[config.mk]
export PLATFORM = sky130hd
export DESIGN_NAME = tick_bcd_display
export DESIGN_NICKNAME = d
export VERILOG_FILES = /design/src/rtl/fd_seg_pkg.sv /design/src/rtl/seg7_decode.sv /design/src/rtl/tick_bcd_display.sv
export SDC_FILE = /design/constraint.sdc
export NUM_CORES = 1
export LEC_CHECK = 0
export BUFFER_PORTS_ARGS = -buffer_cell sky130_fd_sc_hd__buf_2
export CAP_MARGIN = 15
export CORE_UTILIZATION = 60
export CTS_CLUSTER_SIZE = 16
export DETAILED_ROUTE_END_ITERATION = 10
export PLACE_DENSITY = 0.95
export SYNTH_ARGS = -nofsm -noshare
export SYNTH_HDL_FRONTEND = slang
export SYNTH_SLANG_ARGS = --single-unit
[constraint.sdc]
create_clock -name CLOCK_50 -period 7.15 [get_ports CLOCK_50]
set_clock_uncertainty 0.1 [all_clocks]
set_input_delay 0.3575 -clock CLOCK_50 [delete_from_list [all_inputs] [get_ports CLOCK_50]]
set_output_delay 0.3575 -clock CLOCK_50 [all_outputs]
set_load 0.03 [all_outputs]
[src/rtl/fd_seg_pkg.sv]
// Shared seven-segment definitions for the tick counter display: digit type,
// active-low segment codes and the blank pattern.
package fd_seg_pkg;

  localparam int SEG_W = 7;

  typedef logic [3:0] bcd_digit_t;

  localparam logic [SEG_W-1:0] SEG_BLANK = 7'h7F;

  // Segment order {g,f,e,d,c,b,a}; a lit segment is driven low.
  localparam logic [SEG_W-1:0] SEG_LUT [0:9] = '{
    7'h40, 7'h79, 7'h24, 7'h30, 7'h19,
    7'h12, 7'h02, 7'h78, 7'h00, 7'h10
  };

endpackage

[src/rtl/seg7_decode.sv]
// Combinational BCD digit to active-low seven-segment decoder with blanking.
module seg7_decode
  import fd_seg_pkg::*;
(
  input  bcd_digit_t       digit,
  input  logic             blank,
  output logic [SEG_W-1:0] segments
);

  always_comb begin
    segments = SEG_BLANK;
    if (!blank && (digit <= 4'd9)) begin
      segments = SEG_LUT[digit];
    end
  end

endmodule

[src/rtl/tick_bcd_display.sv]
// Counts divider ticks as a multi-digit BCD value with run/up-down/clear control
// and drives registered active-low HEX displays plus wrap/overflow flags.
module tick_bcd_display
  import fd_seg_pkg::*;
#(
  parameter int NUM_DIGITS    = 6,
  parameter int WRAP_MODE     = 1,
  parameter int BLANK_LEADING = 1
) (
  input  logic                    CLOCK_50,
  input  logic                    reset,
  input  logic                    tick_en,
  input  logic                    run,
  input  logic                    up_dn,
  input  logic                    clear,
  output logic [NUM_DIGITS*4-1:0] bcd,
  output logic                    wrap,
  output logic                    ovf,
  output logic [SEG_W-1:0]        HEX0,
  output logic [SEG_W-1:0]        HEX1,
  output logic [SEG_W-1:0]        HEX2,
  output logic [SEG_W-1:0]        HEX3,
  output logic [SEG_W-1:0]        HEX4,
  output logic [SEG_W-1:0]        HEX5
);

  localparam int BCD_W = NUM_DIGITS * 4;

  logic [BCD_W-1:0]                  bcd_q, bcd_d;
  logic                              wrap_q, wrap_d;
  logic                              ovf_q, ovf_d;
  logic [NUM_DIGITS-1:0][SEG_W-1:0]  hex_q, hex_d;
  logic [NUM_DIGITS-1:0]             blank;

  // A carry/borrow surviving past the top digit means the count sat at its limit.
  always_comb begin : count_next
    logic [BCD_W-1:0] stepped;
    logic             carry;
    bcd_digit_t       dig;
    stepped = bcd_q;
    carry   = 1'b1;
    dig     = '0;
    for (int k = 0; k < NUM_DIGITS; k++) begin
      dig = bcd_q[4*k +: 4];
      if (carry) begin
        if (up_dn) begin
          if (dig == 4'd9) begin
            stepped[4*k +: 4] = 4'd0;
          end else begin
            stepped[4*k +: 4] = dig + 4'd1;
            carry = 1'b0;
          end
        end else begin
          if (dig == 4'd0) begin
            stepped[4*k +: 4] = 4'd9;
          end else begin
            stepped[4*k +: 4] = dig - 4'd1;
            carry = 1'b0;
          end
        end
      end
    end

    bcd_d  = bcd_q;
    wrap_d = 1'b0;
    ovf_d  = ovf_q;
    if (clear) begin
      bcd_d = '0;
      ovf_d = 1'b0;
    end else if (tick_en && run) begin
      if (!carry) begin
        bcd_d = stepped;
      end else if (WRAP_MODE != 0) begin
        bcd_d  = stepped;
        wrap_d = 1'b1;
      end else begin
        ovf_d = 1'b1;
      end
    end
  end

  // A digit blanks only when it and every digit above it are zero.
  always_comb begin : leading_blank
    logic zero_run;
    zero_run = 1'b1;
    blank    = '0;
    for (int k = NUM_DIGITS - 1; k >= 1; k--) begin
      zero_run = zero_run && (bcd_q[4*k +: 4] == 4'd0);
      blank[k] = (BLANK_LEADING != 0) && zero_run;
    end
  end

  for (genvar g = 0; g < NUM_DIGITS; g++) begin : g_decode
    seg7_decode u_dec (
      .digit    (bcd_q[4*g +: 4]),
      .blank    (blank[g]),
      .segments (hex_d[g])
    );
  end

  always_ff @(posedge CLOCK_50) begin
    if (reset) begin
      bcd_q  <= '0;
      wrap_q <= 1'b0;
      ovf_q  <= 1'b0;
      for (int k = 0; k < NUM_DIGITS; k++) begin
        hex_q[k] <= ((k == 0) || (BLANK_LEADING == 0)) ? SEG_LUT[0] : SEG_BLANK;
      end
    end else begin
      bcd_q  <= bcd_d;
      wrap_q <= wrap_d;
      ovf_q  <= ovf_d;
      hex_q  <= hex_d;
    end
  end

  assign bcd  = bcd_q;
  assign wrap = wrap_q;
  assign ovf  = (WRAP_MODE == 0) ? ovf_q : 1'b0;
  assign HEX0 = hex_q[0];
  assign HEX1 = hex_q[1];
  assign HEX2 = hex_q[2];
  assign HEX3 = hex_q[3];
  assign HEX4 = hex_q[4];
  assign HEX5 = hex_q[5];

endmodule

# Yosys cells after proc, flatten, opt, wreduce, memory -nomap -nowiden
# Memories as Yosys holds them, arrays and structs flattened. A register that Yosys moved wholly into a read port is not among the register bits.
# Index checks and enable logic that the tools add are counted.
dict set report word_totals {
  regBits 32
  latch_bits 0
  ramBits 0
  mem_bits_ro 672
  inputBits 6
  word_cells 132
  memories 6
}
dict set report classes {
  n_addsub 12
  n_mul 0
  n_div 0
  order_cmp 7
  n_eq_ne 6
  n_shift 0
  mux 45
  bitwise_logic 13
  reduce_logical 34
}
# memory depth word_bits read_ports rd_ports_with_merged_regs write_ports line_no
set memory_table {}
lappend memory_table {{(no name shown)} 16 7 1 1 0 seg7_decode.sv:13} ;# segments = SEG_LUT[digit];
lappend memory_table {{(no name shown)} 16 7 1 1 0 seg7_decode.sv:13}
lappend memory_table {{(no name shown)} 16 7 1 0 0 seg7_decode.sv:13}
lappend memory_table {{(no name shown)} 16 7 1 1 0 seg7_decode.sv:13}
lappend memory_table {{(no name shown)} 16 7 1 1 0 seg7_decode.sv:13}
lappend memory_table {{(no name shown)} 16 7 1 1 0 seg7_decode.sv:13}
# op count
set ops {}
lappend ops {{4-bit two-way mux} 18}
lappend ops {{4-bit NOT with 5-bit output} 6}
lappend ops {{4-bit by 1-bit adder with 4-bit output (second input constant)} 6}
lappend ops {{4-bit == test (second input constant)} 6}
lappend ops {{4-bit <= comparator (second input constant)} 6}
lappend ops {{4-bit zero test} 6}
lappend ops {{1-bit two-way mux} 24}
lappend ops {{4-bit by 1-bit subtractor with 4-bit output (second input constant)} 6}
lappend ops {{7-bit two-way mux} 2}
lappend ops {{2-bit OR reduction} 7}
lappend ops {{1-bit logical AND} 10}
lappend ops {{2-bit AND reduction} 5}
lappend ops {{1-bit NOT} 7}
lappend ops {{6-bit two-way mux} 1}
lappend ops {{5-bit >= comparator (second input constant)} 1}
lappend ops {{1-bit zero test} 5}
lappend ops {{3-bit OR reduction} 1}

# Longest topological paths before layout
dict set report depth {
  depth_word 9
  ltp_mapped 9
  depth_no_buf 7
}

# By module
# Synthesis repeated with hierarchy kept, for this count alone.
dict set report unflattened {
  cells_unflattened 534
  hier_area_um2 4311.6
}
# mod n_inst cells_per_inst area_per_inst_um2 seq_area_each_um2
set modules_own_cells {}
lappend modules_own_cells {tick_bcd_display 1 360 3050.4 1341.3}
lappend modules_own_cells {seg7_decode 6 29 210.2 0.0}

# Worst setup path before layout
# No wires, ideal clock.
dict set report synth_path {
  kind {register -> register}
  startpoint {register bcd_q[8] (netlist: bcd[8])}
  endpoint {register bcd_q[20] (netlist: bcd[20])}
  setup_time_ns 0.071
  t_arrival_ns 2.341
  t_required_ns 6.979
  setup_slack_ns 4.638
  path_stages_with_launch 8
  path_buffers 0
  cell_sequence {dfxtp_1 -> inv_1 -> ha_1 -> or4b_4 -> a221oi_4 -> o2111ai_4 -> a311o_1 -> a21oi_1}
}
dict set report synth_via {
  elab_chain_cells 7
  word_cells_on_any_way 9
}
# item line_no
set synth_rtl {}
lappend synth_rtl {{from (decl)} tick_bcd_display.sv:29} ;# logic [BCD_W-1:0] bcd_q, bcd_d;
lappend synth_rtl {{from (signal assigned)} tick_bcd_display.sv:103} ;# bcd_q <= '0;
lappend synth_rtl {{from (signal assigned)} tick_bcd_display.sv:110} ;# bcd_q <= bcd_d;
lappend synth_rtl {{4-bit == test or 4-bit zero test (tied branches)} {tick_bcd_display.sv:47, tick_bcd_display.sv:54}}
lappend synth_rtl {{1-bit two-way mux (on tied branches)} {tick_bcd_display.sv:47, tick_bcd_display.sv:54}}
lappend synth_rtl {{1-bit two-way mux *} tick_bcd_display.sv:46} ;# if (up_dn) begin
lappend synth_rtl {{1-bit two-way mux * (3 in series)} tick_bcd_display.sv:45} ;# if (carry) begin
lappend synth_rtl {{2-bit AND reduction (no line) *} -}
# Mark *: on every way between the ends. The rest lies on a longest branch, timed or not.
# A chain may end at the register's enable or synchronous reset.

# Worst setup path after layout
dict set report layout_path {
  startpoint {register bcd_q[0] (netlist: bcd[0])}
  endpoint {register bcd_q[16] (netlist: bcd[16])}
}
# The elaborated chain is that of the path after synthesis.

==> qor.yml <==
grt:
  antenna_found_initial: 0
  grt_pass1_vias: 3177
  grt_max_degree: 60
  grt_usage: 0.277
  grt_overflow_total: 0
  grt_pass1_wl_um: 14100
logic_synthesis:
  synth-edff-count: 0
  syn_inst: 466
  ys_warn_count: 0
  yosys-top-cells-area: "dfxtp_1 36%, ha_1 9.9%, o21ai_0 6.6%"
  synth_area_per_cell_um2: 8.10
  syn_area_mm2: 0.00378
  yosys.area.top_type: "dfxtp_1"
  ys_seq_elements: 67
  synth_top_area_frac: 0.355
  async_flop_share: 0
  ys.flop_type: "dfxtp_1"
  synth_common_cells: "67 x dfxtp_1, 50 x o21ai_0, 47 x a21oi_1"
  synth_cell_types: 58
  synth.most_common_cell: "dfxtp_1"
  synth.net_count: 502
  ys_seq_area_frac: 0.355
pwr:
  power_density_mw_per_mm2: 174
  total_power_mw: 0.747
  netSwitchingFraction: 0.257
  seq_power_share: 0.517
  clockPowerShare: 0.388
  peakVddDrop_uv: 106
  p_comb_frac: 0.095
  p_switching_mw: 0.192
  p_leak_nw: 1.63
  internal_power_mw: 0.555
worst_setup_path:
  r2r_setup_slack_ns: 4.53
  crit_arrival_ns: 2.81
  cp_max_fo: 8
  critPathKind: "flip-flop to flip-flop"
  cp.required_ns: 7.34
  rr_worst_depth: 7
  critPathLaunchType: "flip-flop"
  cp-end-kind: "flip-flop"
timing:
  fin_ws_ns: 4.53
  hold_ws_ns: 0.135
  fin_crit_sh: 0.367
  slew-limit-headroom: 0.378
  final-setup-viol-count: 0
  hold_viol_final: 0
  grt_setup_unrepaired: "false"
  tightest_slew_ns: 0.933
  min_period_ns: 2.62
  tns_ns: 0
  fmax_mhz: 381
  maxSlewViolCount: 0
cells_and_area:
  final_nets: 556
  drive_above_1_share: 0.187
  fillers: 455
  diodes: 0
  area_growth_pct: 13.5
  layoutNonFillerInstCount: 599
detailed_routing:
  routed_via_density: 5.98
  drt_wl_total_um: 8690
  firstDrtPassIters: 5
  drt_iter0_markers: 241
  vias: 3585
  wl_per_cell_um: 14.5
  drtAntennaViolNets: 0
  drc: 0
place:
  dp.cells: 584
  port_buffers: 72
  gp_congestion: 0.858
  post-place-ws_ns: 4.45
  post-dp-hpwl_um: 6000
floorplan:
  dieArea_mm2: 0.00661
  fp.dieW_um: 81.3
  die_y_um: 81.3
  placementRows: 28
  io_pins: 74
  coreArea_mm2: 0.00599
  start_util: 0.630
clocking:
  ctsHoldBuffers: 0
  clk_path_buf_depth: 2
  htreeDepth: 3
  root_buffer: "clkbuf_8"
  postCtsSetupBuffers: 0
  cts_made_buffers: 9
  clock_sinks: 67
  path_clk_slew_ns: 0.07
  clk_latency_ns: 0.35
  cts_tree: "yes"
  cts_resized: 0
flow_run:
  drv_cap: 0
min_path:
  min_path_type: "input port to flip-flop"
  min_path_cells: 2
outcome:
  status: "finished clean"
[cells by family after synthesis]
kind of cell             synth area share
AO/OA/AOI/OAI                       0.262
AND/OR/NAND/NOR                     0.203
flip-flops                          0.355
buffers and inverters              0.0553
adder cells (fa/ha/maj)            0.0994
XOR/XNOR                          0.00928
multiplexers                       0.0142
other                            0.000993
[registers in the layout (all words and copies together) (netlist names)]
signal and count:
HEX5 7, bcd 24, wrap 1, HEX0 7, HEX2 7, HEX4 7
HEX3 7, HEX1 7
[layout by cell type, fill, tap and decap left out, types with 12 or more instances in the layout]
master / n
a21oi_1: 47
buf_2: 72
clkbuf_8: 12
dfxtp_1: 67
ha_1: 30
inv_1: 23
nand2_1: 40
nand3_1: 12
nor2_1: 39
nor2b_1: 14
o21ai_0: 50
[through the flow]
stage               cell area, µm²  utilization
floorplan                     3780            -
global placement              4110        0.686
detailed placement            4110        0.686
CTS                           4290        0.716
global route                  4290        0.716
finish                        4290        0.716
[area by class of cell]
class / instances / area, µm² / area share
multi-input combinational: 347 / 2230 / 0.519
sequential: 67 / 1340 / 0.313
timing repair buffer: 72 / 360 / 0.0841
clock buffer: 13 / 169 / 0.0394
tap: 75 / 93.8 / 0.0219
inverter: 23 / 86.3 / 0.0201
clock inverter: 2 / 10.0 / 0.00234
[worst max-delay path, cell delays in order (launching register included)]
cell and delay (ns):
dfxtp_1 0.39, inv_1 0.17, ha_1 0.26, or4b_1 0.52, a22oi_2 0.36, nand3_1 0.28
or3_1 0.37, a21oi_1 0.11
[worst paths after layout]
| path | start | endpoint |
|---|---|---|
| hold / removal | run | bcd[3]$_SDFFE_PP0P_ |
| hold reg to reg | bcd[16]$_SDFFE_PP0P_ | bcd[16]$_SDFFE_PP0P_ |
| setup reg to reg | bcd[0]$_SDFFE_PP0P_ | bcd[16]$_SDFFE_PP0P_ |
| setup / recovery | bcd[0]$_SDFFE_PP0P_ | bcd[16]$_SDFFE_PP0P_ |
[layer usage]
metal | routed length [µm] | track usage | vias up | share of wire
met2 | 4210 | 0.455 | 127 | 0.48
met3 | 471 | 0.0506 | 27 | 0.054
li1 | - | - | 1758 | -
met5 | 0 | 0 | - | 0
met1 | 3740 | 0.325 | 1673 | 0.43
met4 | 267 | 0.191 | 0 | 0.031
[power groups by stage]
| stage | combinational (mW) | sequential (mW) | clock [mW] |
|---|---|---|---|
| after floorplan | 0.0403 | 0.407 | 0 |
| after global placement | 0.0680 | 0.394 | 0 |
| after detailed placement | 0.0701 | 0.394 | 0 |
| after CTS | 0.0705 | 0.386 | 0.293 |
| after global routing | 0.0778 | 0.386 | 0.307 |
| final | 0.0709 | 0.386 | 0.290 |
No activity file was read; power rests on OpenSTA's default activity.
